<file path="src/rtl/ram_fifo_ctrl.sv">
// FIFO controller over a single-port, synchronous-read RAM; one access per cycle.
// Optional sticky overflow/underflow flags: define RAM_FIFO_ERR_EN.
module ram_fifo_ctrl #(
  parameter int WIDTH = 8,
  parameter int AW    = 3
) (
  input  logic             clk,
  input  logic             rst_n,
  input  logic             push,
  input  logic [WIDTH-1:0] push_data,
  output logic             push_ack,
  input  logic             pop,
  output logic             pop_ack,
  output logic [WIDTH-1:0] pop_data,
  output logic             pop_valid,
  output logic             full,
  output logic             empty,
  output logic [AW:0]      count,
  output logic [AW-1:0]    ram_addr,
  output logic             ram_we,
  output logic [WIDTH-1:0] ram_din,
  input  logic [WIDTH-1:0] ram_dout
`ifdef RAM_FIFO_ERR_EN
  ,
  input  logic             err_clr,
  output logic             ovf_err,
  output logic             unf_err
`endif
);

  localparam logic [AW:0]   DEPTH   = {1'b1, {AW{1'b0}}};
  localparam logic [AW:0]   CNT_ONE = {{AW{1'b0}}, 1'b1};
  localparam logic [AW-1:0] PTR_ONE = {{(AW-1){1'b0}}, 1'b1};

  logic [AW-1:0] wr_ptr_q, wr_ptr_d, rd_ptr_q, rd_ptr_d;
  logic [AW:0]   count_q, count_d;
  logic          prio_q, prio_d;
  logic          pop_valid_q;
  logic          push_req, pop_req;

  assign full     = (count_q == DEPTH);
  assign empty    = (count_q == '0);
  assign count    = count_q;
  assign push_req = push & ~full;
  assign pop_req  = pop & ~empty;

  // prio=0 lets pop win a conflict, prio=1 lets push win
  assign pop_ack  = pop_req & (~push_req | ~prio_q);
  assign push_ack = push_req & (~pop_req | prio_q);

  assign ram_we    = push_ack & rst_n;
  assign ram_addr  = push_ack ? wr_ptr_q : rd_ptr_q;
  assign ram_din   = push_data;
  assign pop_data  = ram_dout;
  assign pop_valid = pop_valid_q;

  always_comb begin
    wr_ptr_d = wr_ptr_q;
    rd_ptr_d = rd_ptr_q;
    count_d  = count_q;
    prio_d   = prio_q;
    if (push_ack) begin
      wr_ptr_d = wr_ptr_q + PTR_ONE;
      count_d  = count_q + CNT_ONE;
    end else if (pop_ack) begin
      rd_ptr_d = rd_ptr_q + PTR_ONE;
      count_d  = count_q - CNT_ONE;
    end
    if (push_req && pop_req) prio_d = ~prio_q;
  end

  always_ff @(posedge clk or negedge rst_n) begin
    if (!rst_n) begin
      wr_ptr_q    <= '0;
      rd_ptr_q    <= '0;
      count_q     <= '0;
      prio_q      <= 1'b0;
      pop_valid_q <= 1'b0;
    end else begin
      wr_ptr_q    <= wr_ptr_d;
      rd_ptr_q    <= rd_ptr_d;
      count_q     <= count_d;
      prio_q      <= prio_d;
      pop_valid_q <= pop_ack;
    end
  end

`ifdef RAM_FIFO_ERR_EN
  logic ovf_q, unf_q;

  // a new error in the clearing cycle keeps the flag set
  always_ff @(posedge clk or negedge rst_n) begin
    if (!rst_n) begin
      ovf_q <= 1'b0;
      unf_q <= 1'b0;
    end else begin
      ovf_q <= (push & full)  | (ovf_q & ~err_clr);
      unf_q <= (pop  & empty) | (unf_q & ~err_clr);
    end
  end

  assign ovf_err = ovf_q;
  assign unf_err = unf_q;
`endif

endmodule

</file>
<file path="config.mk">
export PLATFORM = sky130hd
export DESIGN_NAME = ram_fifo_ctrl
export DESIGN_NICKNAME = d
export VERILOG_FILES = /design/src/rtl/ram_fifo_ctrl.sv
export SDC_FILE = /design/constraint.sdc
export NUM_CORES = 1
export LEC_CHECK = 0
export CAP_MARGIN = 20
export CORE_MARGIN = 4
export CORE_UTILIZATION = 38
export CTS_BUF_LIST = sky130_fd_sc_hd__clkbuf_4
export CTS_CLUSTER_DIAMETER = 120
export CTS_CLUSTER_SIZE = 20
export DETAILED_ROUTE_END_ITERATION = 8
export PLACE_DENSITY = 0.82
export RECOVER_POWER = 50
export SLEW_MARGIN = 25
export SYNTH_ARGS = -nofsm -noshare
export SYNTH_HDL_FRONTEND = slang
export SYNTH_SLANG_ARGS = --single-unit
</file>
<file path="constraint.sdc">
create_clock -name clk -period 3.3 [get_ports clk]
set_input_delay 0.33 -clock clk [delete_from_list [all_inputs] [get_ports clk]]
set_output_delay 0.33 -clock clk [all_outputs]
set_load 0.005 [all_outputs]
</file>
Word level (Yosys, flattened, before mapping) --
Index checks and enable logic that the tools add are counted.
Word-level totals: bits in registers 12, bits of input ports 20, logic and storage cells 30
Operators by class: add/subtract/negate cells 4, equal/unequal tests 1, mux-type cells 3, bitwise logic cells 13, reduce and logical (&&, ||, !) cells 4
Operator list (number):
- two-way mux 4 bit | 2
- adder 3 x 1 -> 3 bit, second input constant | 2
- inverter 1 bit | 6
- AND 1 bit | 5
- adder 4 x 1 -> 4 bit, second input constant | 1
- equality test 4 bit, second input constant | 1
- zero test 4 bit | 1
- subtractor 4 x 1 -> 4 bit, second input constant | 1
- two-way mux 3 bit | 1
- bitwise OR 1 bit | 2
- AND reduction 2 bit | 1
- nonzero test 2 bit | 1
- logical AND 1 bit | 1

Longest topological paths before layout --
depth after elaboration 8, gate-level depth with buffers 8, depth with buffers taken out 7

Worst setup path before layout --
OpenSTA, ideal clock, no wires.
path type register -> register, start reg count_q[0] (netlist: count[0]), end reg count_q[3] (netlist: count[3]), data arrival time 2.306 ns, required time 3.220 ns, slack 0.914 ns, stages on the path, launching flop included 9, clock period less this slack 2.386 ns, cells stage by stage dfrtp_1 -> or4b_1 -> buf_6 -> o211ai_4 -> ha_1 -> a21o_2 -> a21oi_1 -> mux2i_1 -> xnor2_1
Between the ends: cells in the longest elaborated chain, start to end 7, elaborated cells between the ends (all ways) 17, those cells by class 2 x add/sub; 1 x eq/ne; 2 x mux; 10 x bitwise; 2 x reduce/logical
RTL lines:
- start: declaration | line 36 | logic [AW:0] count_q, count_d;
- start signal: assignment | line 82 | count_q <= count_d;
- equality test 4 bit or zero test 4 bit (tied branches) | line 41, 42
- inverter 1 bit, on equally long branches | line 44, 45
- AND 1 bit, on equally long branches | line 44, 45
- inverter 1 bit, on equally long branches | line 48, 49
- bitwise OR 1 bit, on equally long branches | line 48, 49
- AND 1 bit, on equally long branches | line 48, 49
- nonzero test 2 bit (no source line) or two-way mux 4 bit (tied branches)
Parallel ways exist; a longest one is shown, timed or not. The select of a mux whose other input is x is not followed. A chain may end at the register's enable or synchronous reset.

Worst setup path after layout --
start reg count_q[0] (netlist: count[0]), end out ram_we
Between the ends: cells in the longest elaborated chain, start to end 7, elaborated cells between the ends (all ways) 10, those cells by class 1 x eq/ne; 8 x bitwise; 1 x reduce/logical
RTL lines:
- zero test 4 bit | line 42 | assign empty = (count_q == '0);
- inverter 1 bit | line 45 | assign pop_req = pop & ~empty;
- AND 1 bit | line 45
- inverter 1 bit | line 49 | assign push_ack = push_req & (~pop_req | prio_q);
- bitwise OR 1 bit | line 49
- AND 1 bit (*) | line 49
- AND 1 bit (*) | line 51 | assign ram_we = push_ack & rst_n;
- end: declaration | line 20 | output logic ram_we,
Every way passes the cells marked *; elsewhere a longest branch is shown, timed or not.

==> impl_metrics.env <==
export IMPL_utilization_pct=44.9
export IMPL_grt_overflow=0
export IMPL_htreeDepth=1
export IMPL_setup_viol=0
export IMPL_firstDrtPassIters=4
export IMPL_status="finished clean"
export IMPL_pre_cts_slack_ps=707
export IMPL_slew_headroom_pct=55.2
export IMPL_ir_worst_vdd_mv=0.421
export IMPL_grt_max_degree=14
export IMPL_worst_pin_slew_ps=672
export IMPL_crit_path_end_kind="primary output"
export IMPL_finalPower_uw=867
export IMPL_cts_root_buffer="clkbuf_4"
export IMPL_crit_required_ps=2970
export IMPL_vias=475
export IMPL_ant_nets=0
export IMPL_syn_num_nets=98
export IMPL_n_fill_cell=196
export IMPL_post_cts_buffers=0
export IMPL_post_route_period_util_pct=83.7
export IMPL_die_h_um=54.2
export IMPL_place_hpwl_mm=1.07
export IMPL_met1_usage_pct=14.5
export IMPL_synth_area_leader_cell="dfrtp_1"
export IMPL_critPathBufInv=2
export IMPL_layout_drive_gt1_share_pct=17.1
export IMPL_slew_viol_final=0
export IMPL_fp_coreArea_mm2=0.00200
export IMPL_synth_top_area_share_pct=37.1
export IMPL_path_clk_slew_ps=70
export IMPL_grtUsageMet3_pct=3.88
export IMPL_post_drt_via_cell_ratio=4.61
export IMPL_start_util_pct=40.4
export IMPL_synthCells=73
export IMPL_synth_edff_count=0
export IMPL_p_leak_nw=0.387
export IMPL_worst_slack_ps=536
export IMPL_rsz0062_at_grt="no"
export IMPL_path_max_fanout=9
export IMPL_insertion_delay_ps=270
export IMPL_synth_most_common_cell="buf_4"
export IMPL_path_depth=5
export IMPL_crit_path_end="ram_we"
export IMPL_power_density_mw_per_mm2=966
export IMPL_busiest_layer="met2"
export IMPL_cts_sinks=12
export IMPL_reg2reg_slack_ps=730
export IMPL_synth_area_leaders="dfrtp_1, buf_4, nand2_1"
export IMPL_max_cap_viol_count=0
export IMPL_met2_usage_pct=16.5
export IMPL_cts_resized=0
export IMPL_ios=49
export IMPL_grt_pass1_vias=524
export IMPL_path_class="reg2out"
export IMPL_critPathLaunchType="flip-flop"
export IMPL_r2r_end="count[3]$_DFFE_PN0P_"
export IMPL_wl_per_cell_um=13.2
export IMPL_hold_viol=0
export IMPL_finalClockSkew_ps=3.46
export IMPL_die_w_um=54.2
export IMPL_syn_avg_cell_area_um2=11.1
export IMPL_slowest_stage="or4b_1"
export IMPL_finalCriticalPeriod_ps=2760
export IMPL_fin_setup_tns_ps=0
export IMPL_ys_types=22
export IMPL_n_antenna_cell=0
export IMPL_arrival_ps=2430
export IMPL_antenna_found_initial=0
export IMPL_synth_ff_type="dfrtp_1"
export IMPL_syn_to_final_growth_pct=11.0
export IMPL_fmaxAchievable_mhz=362
export IMPL_cp_cell_sequence="or4b_1, o211ai_4, inv_6, and2_2, clkdlybuf4s50_1"
export IMPL_synth_commonest_cells="buf_4, nand2_1, dfrtp_1, xnor2_1, ha_1"
export IMPL_hp_class="reg2reg"
export IMPL_final_nets=103
export IMPL_hold_buffers=0
export IMPL_cpPeakStageDelay_ps=710
export IMPL_route_detailed_drc=0
export IMPL_rows=16
export IMPL_die_area_mm2=0.00293
export IMPL_wl_mm=1.36
export IMPL_synthesis_area_um2=810
export IMPL_cts_buffers=3
export IMPL_ff2ff_path_depth=7
export IMPL_place_congestion=0.700
export IMPL_reg2reg_from="count[0]$_DFFE_PN0P_"
export IMPL_cts_tree="built"
export IMPL_drt_iter0_markers=3
export IMPL_postPlaceCellArea_um2=880
export IMPL_grt_pass1_wl_mm=2.38
export IMPL_critical_path_startpoint="count[0]$_DFFE_PN0P_"
export IMPL_critPathTopFamily="simple AND/OR/NAND/NOR gates"
export IMPL_portBuffers=16
export IMPL_ys_warn_count=0
export IMPL_grt_use_total_pct=11.5
export IMPL_cts_buffer_depth=2
export IMPL_async_flop_share_pct=100
export IMPL_synth_seq_cells=12
export IMPL_finalInstanceArea_um2=898
export IMPL_synth_seq_area_share_pct=37.1
area by class of cell:
cell class	instances	area, um^2	area share (%)
flip-flops and latches	12	300	33.4
inverters	3	16.3	1.81
multi-input cells	41	362	40.3
repair buffers	17	164	18.2
clock buffers	3	22.5	2.51
well taps	27	33.8	3.76
worst min path at each step:
stage | from | to | slack [ps] | depth (start not counted)
final | rd_ptr_q[2]$_DFFE_PN0P_ | rd_ptr_q[2]$_DFFE_PN0P_ | 480 | 1
after global routing | rd_ptr_q[2]$_DFFE_PN0P_ | rd_ptr_q[2]$_DFFE_PN0P_ | 540 | 1
after CTS | rst_n | pop_valid$_DFF_PN0_ | 360 | 2
after detailed placement | rd_ptr_q[2]$_DFFE_PN0P_ | rd_ptr_q[2]$_DFFE_PN0P_ | 470 | 1
after global placement | wr_ptr_q[2]$_DFFE_PN0P_ | wr_ptr_q[2]$_DFFE_PN0P_ | 460 | 1
after floorplan | rst_n | count[0]$_DFFE_PN0P_ | 30 | 0
flip-flops by register name, summed over array words and instances (netlist names):
name,cells
count,4
rd_ptr_q,3
wr_ptr_q,3
pop_valid,1
prio_q,1
routing by layer:
layer	up-vias	share of wire, %
met2	22	44
met3	3	10
met4	0	1.5
li1	232	-
met1	218	44
met5	-	0
logic make-up after synthesis:
logic type	share of synthesized area [%]
adder cells (fa/ha/maj)	8.66
buffers and inverters	18.2
AND/OR/NAND/NOR	10.0
XOR/XNOR	8.66
multiplexers	5.41
AO/OA/AOI/OAI	11.9
flip-flops	37.1
cells in the final DEF (no fill, tap or decap):
cell / n
o22ai_2: 1
dlygate4sd3_1: 1
nand2_1: 14
nor4_1: 1
or4b_1: 1
o211ai_4: 1
a21o_2: 1
xnor2_1: 6
clkdlybuf4s50_1: 15
o41ai_4: 1
dfrtp_1: 12
clkbuf_4: 3
inv_1: 2
ha_1: 4
mux2i_1: 1
fa_1: 1
nand3_1: 1
clkbuf_1: 1
inv_6: 1
xor2_1: 2
mux2_2: 3
and2_2: 1
a31oi_4: 1
a21oi_1: 1
report_power, final:
part           switching [mW]  internal (mW)  leakage (nW)  total [mW]
Clock                  0.0485         0.0423        0.0138      0.0908
Combinational           0.171          0.273         0.231       0.445
Sequential              0.107          0.225         0.142       0.332
metrics by stage:
stage	hold WS, ps	cells
5_1_grt	538	103
3_3_place_gp	462	100
3_5_place_dp	471	100
4_1_cts	357	103
2_1_floorplan	34.4	73
6_report	476	103
worst register-to-register path, delay by kind of cell, from the launching register on:
family,cells,cell delay (ps)
adders and majority gates,1,300
muxes,1,230
xor gates and xnor gates,1,130
and+or+nand+nor,1,710
AOI/OAI and AO/OA,3,640
DFF,1,490
Power figures use the tool's default switching activity.
